## src/rtl/axis_mtu_segmenter.sv

```systemverilog
// AXI-Stream width downsizer that cuts packets into MTU-sized segments,
// tagging each segment with a start-of-segment flag and a packet sequence number.
module axis_mtu_segmenter #(
  parameter int IN_W      = 128,
  parameter int OUT_W     = 64,
  parameter int MTU_BYTES = 256,
  parameter int PSN_W     = 24
) (
  input  logic                 clk,
  input  logic                 rst,
  input  logic [IN_W-1:0]      s_axis_tdata,
  input  logic [IN_W/8-1:0]    s_axis_tkeep,
  input  logic                 s_axis_tlast,
  input  logic                 s_axis_tvalid,
  output logic                 s_axis_tready,
  output logic [OUT_W-1:0]     m_axis_tdata,
  output logic [OUT_W/8-1:0]   m_axis_tkeep,
  output logic                 m_axis_tlast,
  output logic                 m_axis_tvalid,
  input  logic                 m_axis_tready,
  output logic                 m_axis_sop,
  output logic [PSN_W-1:0]     m_axis_psn,
  input  logic                 psn_load,
  input  logic [PSN_W-1:0]     psn_init,
  output logic                 err_keep
);

  localparam int RATIO     = IN_W / OUT_W;
  localparam int KB        = OUT_W / 8;
  localparam int MTU_BEATS = MTU_BYTES / KB;
  localparam int LANE_W    = (RATIO > 1) ? $clog2(RATIO) : 1;
  localparam int BEAT_W    = (MTU_BEATS > 1) ? $clog2(MTU_BEATS) : 1;
  localparam logic [LANE_W-1:0] LANE_MAX = LANE_W'(RATIO - 1);
  localparam logic [BEAT_W-1:0] BEAT_MAX = BEAT_W'(MTU_BEATS - 1);

  logic [IN_W-1:0]   r_data;
  logic [IN_W/8-1:0] r_keep;
  logic              r_last;
  logic              r_valid;
  logic [LANE_W-1:0] r_lane;
  logic [LANE_W-1:0] r_last_lane;
  logic [BEAT_W-1:0] r_beat_cnt;
  logic [PSN_W-1:0]  r_psn;
  logic [PSN_W-1:0]  r_load_val;
  logic              r_load_pend;
  logic              r_err_keep;

  logic [LANE_W-1:0] w_last_lane_in;
  logic              w_out_hs;
  logic              w_lane_done;
  logic              w_seg_end;
  logic              w_accept;
  logic              w_idle;

  assign m_axis_tvalid = r_valid;
  assign m_axis_tdata  = r_data[r_lane*OUT_W +: OUT_W];
  assign m_axis_tkeep  = r_keep[r_lane*KB +: KB];
  assign m_axis_tlast  = r_valid && ((r_last && (r_lane == r_last_lane)) || (r_beat_cnt == BEAT_MAX));
  assign m_axis_sop    = r_valid && (r_beat_cnt == '0);
  assign m_axis_psn    = r_psn;
  assign err_keep      = r_err_keep;

  assign w_out_hs      = r_valid && m_axis_tready;
  assign w_lane_done   = w_out_hs && (r_lane == r_last_lane);
  assign w_seg_end     = w_out_hs && m_axis_tlast;
  assign s_axis_tready = !r_valid || w_lane_done;
  assign w_accept      = s_axis_tvalid && s_axis_tready;
  assign w_idle        = !r_valid && (r_beat_cnt == '0);

  // Highest occupied lane of a final beat; an empty final beat still emits lane 0.
  always_comb begin
    w_last_lane_in = '0;
    if (!s_axis_tlast) begin
      w_last_lane_in = LANE_MAX;
    end else begin
      for (int i = 0; i < RATIO; i++) begin
        if (|s_axis_tkeep[i*KB +: KB]) w_last_lane_in = LANE_W'(i);
      end
    end
  end

  always_ff @(posedge clk) begin
    if (rst) begin
      r_data      <= '0;
      r_keep      <= '0;
      r_last      <= 1'b0;
      r_valid     <= 1'b0;
      r_lane      <= '0;
      r_last_lane <= '0;
      r_err_keep  <= 1'b0;
    end else begin
      if (w_accept) begin
        r_data      <= s_axis_tdata;
        r_keep      <= s_axis_tlast ? s_axis_tkeep : '1;
        r_last      <= s_axis_tlast;
        r_last_lane <= w_last_lane_in;
        r_lane      <= '0;
        r_valid     <= 1'b1;
      end else if (w_lane_done) begin
        r_valid <= 1'b0;
        r_lane  <= '0;
      end else if (w_out_hs) begin
        r_lane <= r_lane + 1'b1;
      end
      if (w_accept && !s_axis_tlast && (s_axis_tkeep != '1)) r_err_keep <= 1'b1;
    end
  end

  // A load arriving while a segment is open is parked so the open segment keeps its PSN.
  always_ff @(posedge clk) begin
    if (rst) begin
      r_beat_cnt  <= '0;
      r_psn       <= '0;
      r_load_val  <= '0;
      r_load_pend <= 1'b0;
    end else begin
      if (w_out_hs) r_beat_cnt <= m_axis_tlast ? '0 : r_beat_cnt + 1'b1;
      if (w_seg_end) begin
        r_psn       <= psn_load ? psn_init : (r_load_pend ? r_load_val : r_psn + 1'b1);
        r_load_pend <= 1'b0;
      end else if (psn_load) begin
        if (w_idle) begin
          r_psn <= psn_init;
        end else begin
          r_load_pend <= 1'b1;
          r_load_val  <= psn_init;
        end
      end
    end
  end

endmodule
```

## config.mk

```make
export PLATFORM = sky130hd
export DESIGN_NAME = axis_mtu_segmenter
export DESIGN_NICKNAME = d
export VERILOG_FILES = /design/src/rtl/axis_mtu_segmenter.sv
export SDC_FILE = /design/constraint.sdc
export NUM_CORES = 1
export LEC_CHECK = 0
export CORE_MARGIN = 8
export CORE_UTILIZATION = 35
export CTS_BUF_LIST = sky130_fd_sc_hd__clkbuf_8
export CTS_CLUSTER_SIZE = 30
export DETAILED_ROUTE_END_ITERATION = 12
export GPL_ROUTABILITY_DRIVEN = 0
export HOLD_SLACK_MARGIN = 0.1
export SETUP_SLACK_MARGIN = 0.5
export SYNTH_ARGS = -nofsm -noshare
export SYNTH_HDL_FRONTEND = slang
export SYNTH_SLANG_ARGS = --single-unit
export TNS_END_PERCENT = 5
```

## constraint.sdc

```tcl
create_clock -name clk -period 6 [get_ports clk]
set_input_delay 1.2 -clock clk [delete_from_list [all_inputs] [get_ports clk]]
set_output_delay 1.2 -clock clk [all_outputs]
set_load 0.02 [all_outputs]
```

==> results.cfg, run 1 <==
[global_route]
grt_pass1_wl_um = 47270
antenna_found_initial = 4
overflow = 0
grt_max_degree = 136
grt_use_total_pct = 18.44
grt_pass1_vias = 8793

[layout]
layout.nets = 1554
drive_above_1_share_pct = 11.28
multi_input_area_mm2 = 0.004691
final_area_mm2 = 0.01283
final_util_pct = 49.67
final_common_cell = nand2_1
nFillCells = 2565
final_cell_mix = nand2_1 (307), clkdlybuf4s50_1 (273), dfxtp_1 (202)
area_growth_pct = 40.17
regArea_mm2 = 0.004068

[sta]
fin_setup_tns_ps = 0
relSlewSlack_pct = 29.50
finalCriticalPeriod_ps = 4087
tightest_slew_ps = 1058
fmax_mhz = 244.7
rsz0062_at_grt = false
slew_viol_final = 0
fin_skew_ps = 19.81
whs_ps = 448.4
final_hold_viol_count = 0
post-route-period-util_pct = 68.11
setup_viol = 0

[synth]
synth.cell_area_mm2 = 0.009155
syn_nets = 1311
avgSynthCellArea_um2 = 8.080
synth_top_cells_by_area = dfxtp_1 (44%), nand2_1 (13%), a21oi_1 (9.6%)
synth-async-reset-ratio_pct = 0
ys.flop_type = dfxtp_1
yosys.area.top_type = dfxtp_1
synth_top_cell_area_share_pct = 44.39
synthCells = 1133
ys_seq_area_share_pct = 44.39
ys_ff_latch = 203
synth.distinct_cells = 65
yosysWarnings = 0
synth_edf_count = 0

[power_and_ir_drop]
clkPwrFrac_pct = 38.6
p_leak_uw = 0.004707
power_frac_seq_pct = 44.0
p_sw_share_pct = 27.73
p_sw_uw = 945.1
p_per_area_mw_per_mm2 = 265.6
p_int_uw = 2463
comb_power_share_pct = 17.4
max-vdd-ir-drop_uv = 199.4

[setup_path]
required_ps = 4800
critPathKind = register to primary output
crit_path_end_kind = primary output
start_kind = register
worstPathArrival_ps = 2890
rr_worst_depth = 6
crit_fanout = 46

[route]
drt_iter0_markers = 585
drc = 0
wire_per_inst_um = 17.54
ant_nets = 0
vias = 8849
vias_per_cell = 5.091
totalWireLength_um = 30480
first_pass_iters = 5

[clocking]
clk_pin_slew_worst_paths_ps = 60
cts_max_path_buffers = 3
cts_tree = yes
postCtsSetupBuffers = 0
cts_sinks = 203
holdBufCountCts = 0
cts_buffers = 39
htreeDepth = 2
clkLatencyLatePin_ps = 520
cts-root-buf = clkbuf_8
post_cts_resize_count = 0

[hold_path]
hp-class = register to register
whs_path_depth = 2

[place]
dpl.hpwl_um = 20630
port_buffers = 274
placed_cell_area_mm2 = 0.01208

[floorplan]
io_pins = 275
die_h_um = 177.7
initial_core_util_pct = 35.43
die_w_um = 177.7
dieArea_mm2 = 0.03159
num_rows = 59
design.core.area_mm2 = 0.02584

[run]
maxCapViolCount = 0

[outcome]
status = complete, no violations
## registers in the layout (all words and copies together) (netlist names)
name and count:
err_keep 1, r_keep 16, r_lane 1, r_last_lane 1, r_data 128, m_axis_psn 24
r_load_val 24, m_axis_tvalid 1, r_load_pend 1, r_last 1, r_beat_cnt 5
## path summary, 6_finish.rpt
kind,startpoint,slack (ps),end
setup / recovery,r_lane,1910,m_axis_tkeep[7]
hold / removal,r_data[74],450,r_data[74]
setup reg to reg,r_lane,2960,r_data[42]
hold reg to reg,r_data[74],450,r_data[74]
## logic make-up (layout without fill, tap and decap cells)
kind of cell	after synthesis	in the layout	synth area share, %
other cells	0	2	0
flops	203	203	44.39
buf+inv	100	368	4.483
compound gates	281	281	17.60
simple gates	449	449	21.70
mux	81	81	9.840
fa+ha+maj	4	4	0.5467
xor+xnor	15	15	1.435
## per-stage QoR
step / setup slack (ps) / std cells / total power, uW
after global placement: 2124 / 1670 / 2119
after detailed placement: 2103 / 1670 / 2124
after floorplan: 3347 / 1133 / 1829
after global routing: 1759 / 1738 / 3591
after CTS: 1821 / 1736 / 3469
final: 1913 / 1738 / 3408
## routing by layer
| layer | global-route usage [%] | share of wire [%] | vias to the layer above |
|---|---|---|---|
| met5 | 0 | 0.089 | - |
| met4 | 6.078 | 2.3 | 4 |
| met3 | 7.830 | 11 | 54 |
| met2 | 28.91 | 45 | 313 |
| met1 | 22.45 | 42 | 4086 |
| li1 | - | - | 4392 |
## power groups by stage
stage                     combinational, uW  sequential [uW]  clock (uW)
after CTS                               599             1500        1370
after global routing                    643             1510        1440
after global placement                  594             1530           0
after floorplan                         304             1520           0
final                                   592             1500        1310
after detailed placement                595             1530           0
## synthesized netlist by cell type (3+ instances only)
| cell | count |
|---|---|
| xnor2_1 | 9 |
| nor4_1 | 6 |
| ha_1 | 4 |
| dfxtp_1 | 203 |
| nand4_1 | 12 |
| nor2b_1 | 3 |
| a21boi_0 | 4 |
| buf_2 | 25 |
| nand2_1 | 308 |
| nor3b_1 | 17 |
| mux2_2 | 72 |
| inv_1 | 13 |
| a21oi_1 | 175 |
| a21boi_1 | 3 |
| nor2_1 | 37 |
| o211ai_1 | 9 |
| xor2_1 | 6 |
| nand2b_1 | 4 |
| o22ai_1 | 5 |
| o21ai_1 | 8 |
| a21o_1 | 9 |
| buf_1 | 3 |
| o21ai_0 | 31 |
| clkbuf_1 | 58 |
| nand3_1 | 12 |
| a211oi_1 | 13 |
| mux2i_1 | 9 |
| nor3_1 | 27 |
## worst max-delay path, cell delays in order, from the launching register on
cell	delay [ps]
dfxtp_4	820
buf_4	520
mux2_2	390
clkdlybuf4s50_1	590
## area by class of cell
| type | count | area share [%] |
|---|---|---|
| flip-flops and latches | 203 | 31.70 |
| multi-input cells | 830 | 36.55 |
| diodes | 2 | 0.03900 |
| clock inverters | 20 | 0.8678 |
| repair buffers | 289 | 22.26 |
| clock buffers | 46 | 4.934 |
| well taps | 335 | 3.266 |
| inverters | 13 | 0.3803 |
Power figures use the tool's default switching activity.
==> run 2: changes to the inputs <==
clock period = 4.1 ns   (was 6 ns; I/O delays follow)
==> results.cfg, run 2 (synthesis results as in run 1) <==
[power_and_ir_drop]
comb_power_share_pct = 18.1
p_per_area_mw_per_mm2 = 376.6
power_frac_seq_pct = 45.4
p_sw_share_pct = 27.85
max-vdd-ir-drop_uv = 204.9
p_int_uw = 3485
p_sw_uw = 1345
clkPwrFrac_pct = 36.5
p_leak_uw = 0.004689

[setup_path]
endpoint = m_axis_tdata[23]
reg2reg_slack_ps = 1490
worstPathArrival_ps = 2590
crit_chain = buf_12 -> mux2_2 -> clkdlybuf4s50_1
r2r-end = m_axis_psn[1]
cpPeakStageDelay_ps = 750
crit_cells = 3
critPathKind = register to primary output
rr_worst_depth = 5
startpoint = r_lane
start_kind = register
crit_fanout = 41
cp_top_family = buffers and inverters
required_ps = 3280
r2r_start = r_lane
crit_path_end_kind = primary output
cpMaxStageDelayCell = dfxtp_4
critical_path_buf_inv_count = 2

[clocking]
cts-root-buf = clkbuf_8
cts_buffers = 38
cts_tree = yes
clk_pin_slew_worst_paths_ps = 60
clkLatencyLatePin_ps = 510
cts_sinks = 203
cts_max_path_buffers = 3
htreeDepth = 2
holdBufCountCts = 0
postCtsSetupBuffers = 0
post_cts_resize_count = 0

[place]
port_buffers = 274
dp_slack_ps = 841.1
dpl.hpwl_um = 20500
placed_cell_area_mm2 = 0.01215

[global_route]
antenna_found_initial = 4
grt_use_total_pct = 18.33
grt_max_degree = 97
overflow = 0
grt_pass1_vias = 8649
grt_pass1_wl_um = 47150

[sta]
rsz0062_at_grt = false
setup_viol = 0
post-route-period-util_pct = 83.19
worst_slack_ps = 689.3
slew_viol_final = 0
fmax_mhz = 293.2
final_hold_viol_count = 0
finalCriticalPeriod_ps = 3411
fin_skew_ps = 21.64
tightest_slew_ps = 842.2
relSlewSlack_pct = 43.52
fin_setup_tns_ps = 0

[floorplan]
num_rows = 59
dieArea_mm2 = 0.03159
io_pins = 275
die_h_um = 177.7
initial_core_util_pct = 35.43
die_w_um = 177.7
design.core.area_mm2 = 0.02584

[layout]
largest_reg_flops = 128
area_growth_pct = 40.10
nFillCells = 2583
regMostFlops = r_data
drive_above_1_share_pct = 11.16
final_area_mm2 = 0.01283
final_common_cell = nand2_1
layout.nets = 1553
final_cell_mix = nand2_1 (307), clkdlybuf4s50_1 (273), dfxtp_1 (202)

[route]
wire_per_inst_um = 17.42
first_pass_iters = 5
drt_iter0_markers = 522
vias_per_cell = 5.037
vias = 8734
totalWireLength_um = 30200
drc = 0
ant_nets = 0

[run]
maxCapViolCount = 0

[outcome]
status = complete, no violations

[hold_path]
hp-class = register to register
run 2: changes by cell type in the layout (fill, tap and decap cells not counted), sizes merged:
cell and delta:
clkinv +2, inv -2, clkinvlp +1, bufinv -1, clkbuf -3, diode -1
run 2: through the flow:
stage                     utilization [%]  total power (uW)  hold slack (ps)  cells
after CTS                           49.63              4919            453.0   1733
after detailed placement            47.01              3115            445.0   1670
final                               49.64              4830            449.2   1734
after global routing                49.64              5088            466.6   1734
after floorplan                         -              2677            432.9   1133
after global placement              47.01              3108            438.2   1670
run 2: metal layers:
layer	vias to the layer above	global-route usage [%]	wire [um]
met4	4	4.515	518
met1	4010	22.57	12960
met2	294	28.74	13560
li1	4382	-	-
met3	44	8.277	3139
met5	-	0	22
run 2: layout make-up:
cell class | count | area [um2] | share of cell area, %
inverter | 13 | 48.80 | 0.3804
multi-input combinational | 830 | 4691 | 36.57
sequential | 203 | 4068 | 31.71
clock buffer | 43 | 591.8 | 4.614
antenna | 1 | 2.502 | 0.01951
clock inverter | 20 | 86.33 | 0.6731
timing repair buffer | 289 | 2919 | 22.76
tap | 335 | 419.2 | 3.268
run 2: tightest hold or removal path, stage by stage (launching register included):
cell and delay (ps):
dfxtp_1 300, nand2_1 50, a21oi_1 50
run 2: power groups by stage:
stage	Clock [uW]	Combinational (uW)	Sequential (uW)
final	1760	875	2190
after global routing	1920	953	2210
after CTS	1840	885	2190
after detailed placement	0	879	2240
after global placement	0	876	2230
after floorplan	0	445	2230
run 2: worst min path at each step:
stage,from,endpoint,depth (start not counted)
floorplan,r_data[100],r_data[100],2
CTS,r_data[116],r_data[116],2
global placement,r_data[106],r_data[106],2
global route,r_data[116],r_data[116],2
detailed placement,r_data[94],r_data[94],2
finish,r_data[117],r_data[117],2
==> run 3: changes to the inputs <==
clock period = 2.8 ns   (was 4.1 ns; I/O delays follow)
==> results.cfg, run 3 (synthesis results as in run 1) <==
[hold_path]
hp-class = register to register
min-delay-start = r_data[117]
hold_path_end = r_data[117]
whs_path_depth = 2

[power_and_ir_drop]
p_per_area_mw_per_mm2 = 561.2
max-vdd-ir-drop_uv = 394.5
p_leak_uw = 0.005054

[setup_path]
r2r-end = m_axis_psn[7]
r2r_start = r_beat_cnt[0]
reg2reg_slack_ps = 620
crit_path_end_kind = primary output
crit_fanout = 11
worstPathArrival_ps = 1770
rr_worst_depth = 9
critPathKind = register to primary output
required_ps = 2240
start_kind = register

[sta]
finalCriticalPeriod_ps = 2329
tightest_slew_ps = 861.7
setup_viol = 0
slew_viol_final = 0
post-route-period-util_pct = 83.19
fin_setup_tns_ps = 0
final_hold_viol_count = 0
fin_skew_ps = 13.86
worst_slack_ps = 470.6
relSlewSlack_pct = 42.49
whs_ps = 448.1
fmax_mhz = 429.3
rsz0062_at_grt = true

[layout]
final_common_cell = nand2_1
regArea_mm2 = 0.004073
layout.nets = 1583
multi_input_area_mm2 = 0.004768
final_util_pct = 50.61
antenna_cells = 0
largest_reg_flops = 128
regMostFlops = r_data
final_cell_mix = nand2_1 (307), dfxtp_1 (200), clkdlybuf4s50_1 (198)
area_growth_pct = 42.83
drive_above_1_share_pct = 18.56
nFillCells = 2593

[floorplan]
initial_core_util_pct = 35.43
design.core.area_mm2 = 0.02584
dieArea_mm2 = 0.03159
die_h_um = 177.7
num_rows = 59
die_w_um = 177.7
io_pins = 275

[run]
maxCapViolCount = 0

[outcome]
status = complete, no violations

[route]
vias = 8911
ant_nets = 0
totalWireLength_um = 31740
wire_per_inst_um = 17.95
first_pass_iters = 7
drt_iter0_markers = 590
drc = 0
vias_per_cell = 5.040

[place]
dpl.hpwl_um = 21110
dp_slack_ps = 297.6
port_buffers = 274

[clocking]
htreeDepth = 2
cts-root-buf = clkbuf_8
holdBufCountCts = 0
clk_pin_slew_worst_paths_ps = 60
cts_buffers = 38
clkLatencyLatePin_ps = 540
cts_sinks = 203
cts_tree = yes
cts_max_path_buffers = 3

[global_route]
antenna_found_initial = 4
grt_pass1_wl_um = 49060
grt_max_degree = 78
grt_use_total_pct = 19.33
overflow = 0
grt_pass1_vias = 8902
run 3: cell count changes in the layout (fill, tap and decap cells not counted), sizes merged:
cell / delta
buf: +91
clkdlybuf4s50: -75
clkdlybuf4s15: +8
dlygate4sd2: +6
clkbuf: +5
clkinv: +2
inv: -2
diode: -1
run 3: where the power goes:
group	switching [uW]	leakage (uW)	internal [uW]
clock	1300	0.000433	1550
sequential	127	0.00167	3080
combinational	672	0.00295	617
run 3: layout make-up:
class	instances	area share, %
clock buffer	48	5.052
clock inverter	20	0.7176
inverter	13	0.3923
multi-input combinational	830	36.47
sequential	203	31.15
timing repair buffer	319	23.02
tap	335	3.205
run 3: what timing repair did:
item | in CTS | in global routing
gates cloned | 4 | 0
pin swaps | 1 | 3
resized for setup | 301 | 9
endpoints found under the setup margin | 78 | 93
buffers inserted | 10 | 2
run 3: metal layers:
layer | vias to the layer above | part of all wire (%) | GRT usage [%]
li1 | 4453 | - | -
met1 | 4107 | 42 | 23.32
met2 | 302 | 46 | 31.39
met3 | 43 | 10 | 8.298
met4 | 6 | 1.4 | 4.411
met5 | - | 0.13 | 0
run 3: metrics by stage:
stage | power (uW) | area, um2 | instances
floorplan | 3919 | 9155 | 1133
global placement | 4577 | 12290 | 1684
detailed placement | 4589 | 12290 | 1684
CTS | 7446 | 13040 | 1766
global route | 7718 | 13080 | 1768
finish | 7338 | 13080 | 1768
run 3: how the worst max path moves through the flow:
stage                   from               end  slack (ps)  depth (start not counted)
6_report              r_lane  m_axis_tdata[39]         470                          4
5_1_grt               r_lane  m_axis_tdata[33]         390                          4
4_1_cts               r_lane  m_axis_tdata[39]         420                          4
3_5_place_dp   m_axis_tready     m_axis_psn[1]         300                          8
3_3_place_gp   m_axis_tready    m_axis_psn[10]         330                          8
2_1_floorplan  m_axis_psn[2]    m_axis_psn[23]         760                          6
run 3: worst max-delay path, cell delays in order, from the launching register on:
cell and delay [ps]:
dfxtp_4 400, buf_12 160, buf_16 160, mux2_2 350, buf_4 170
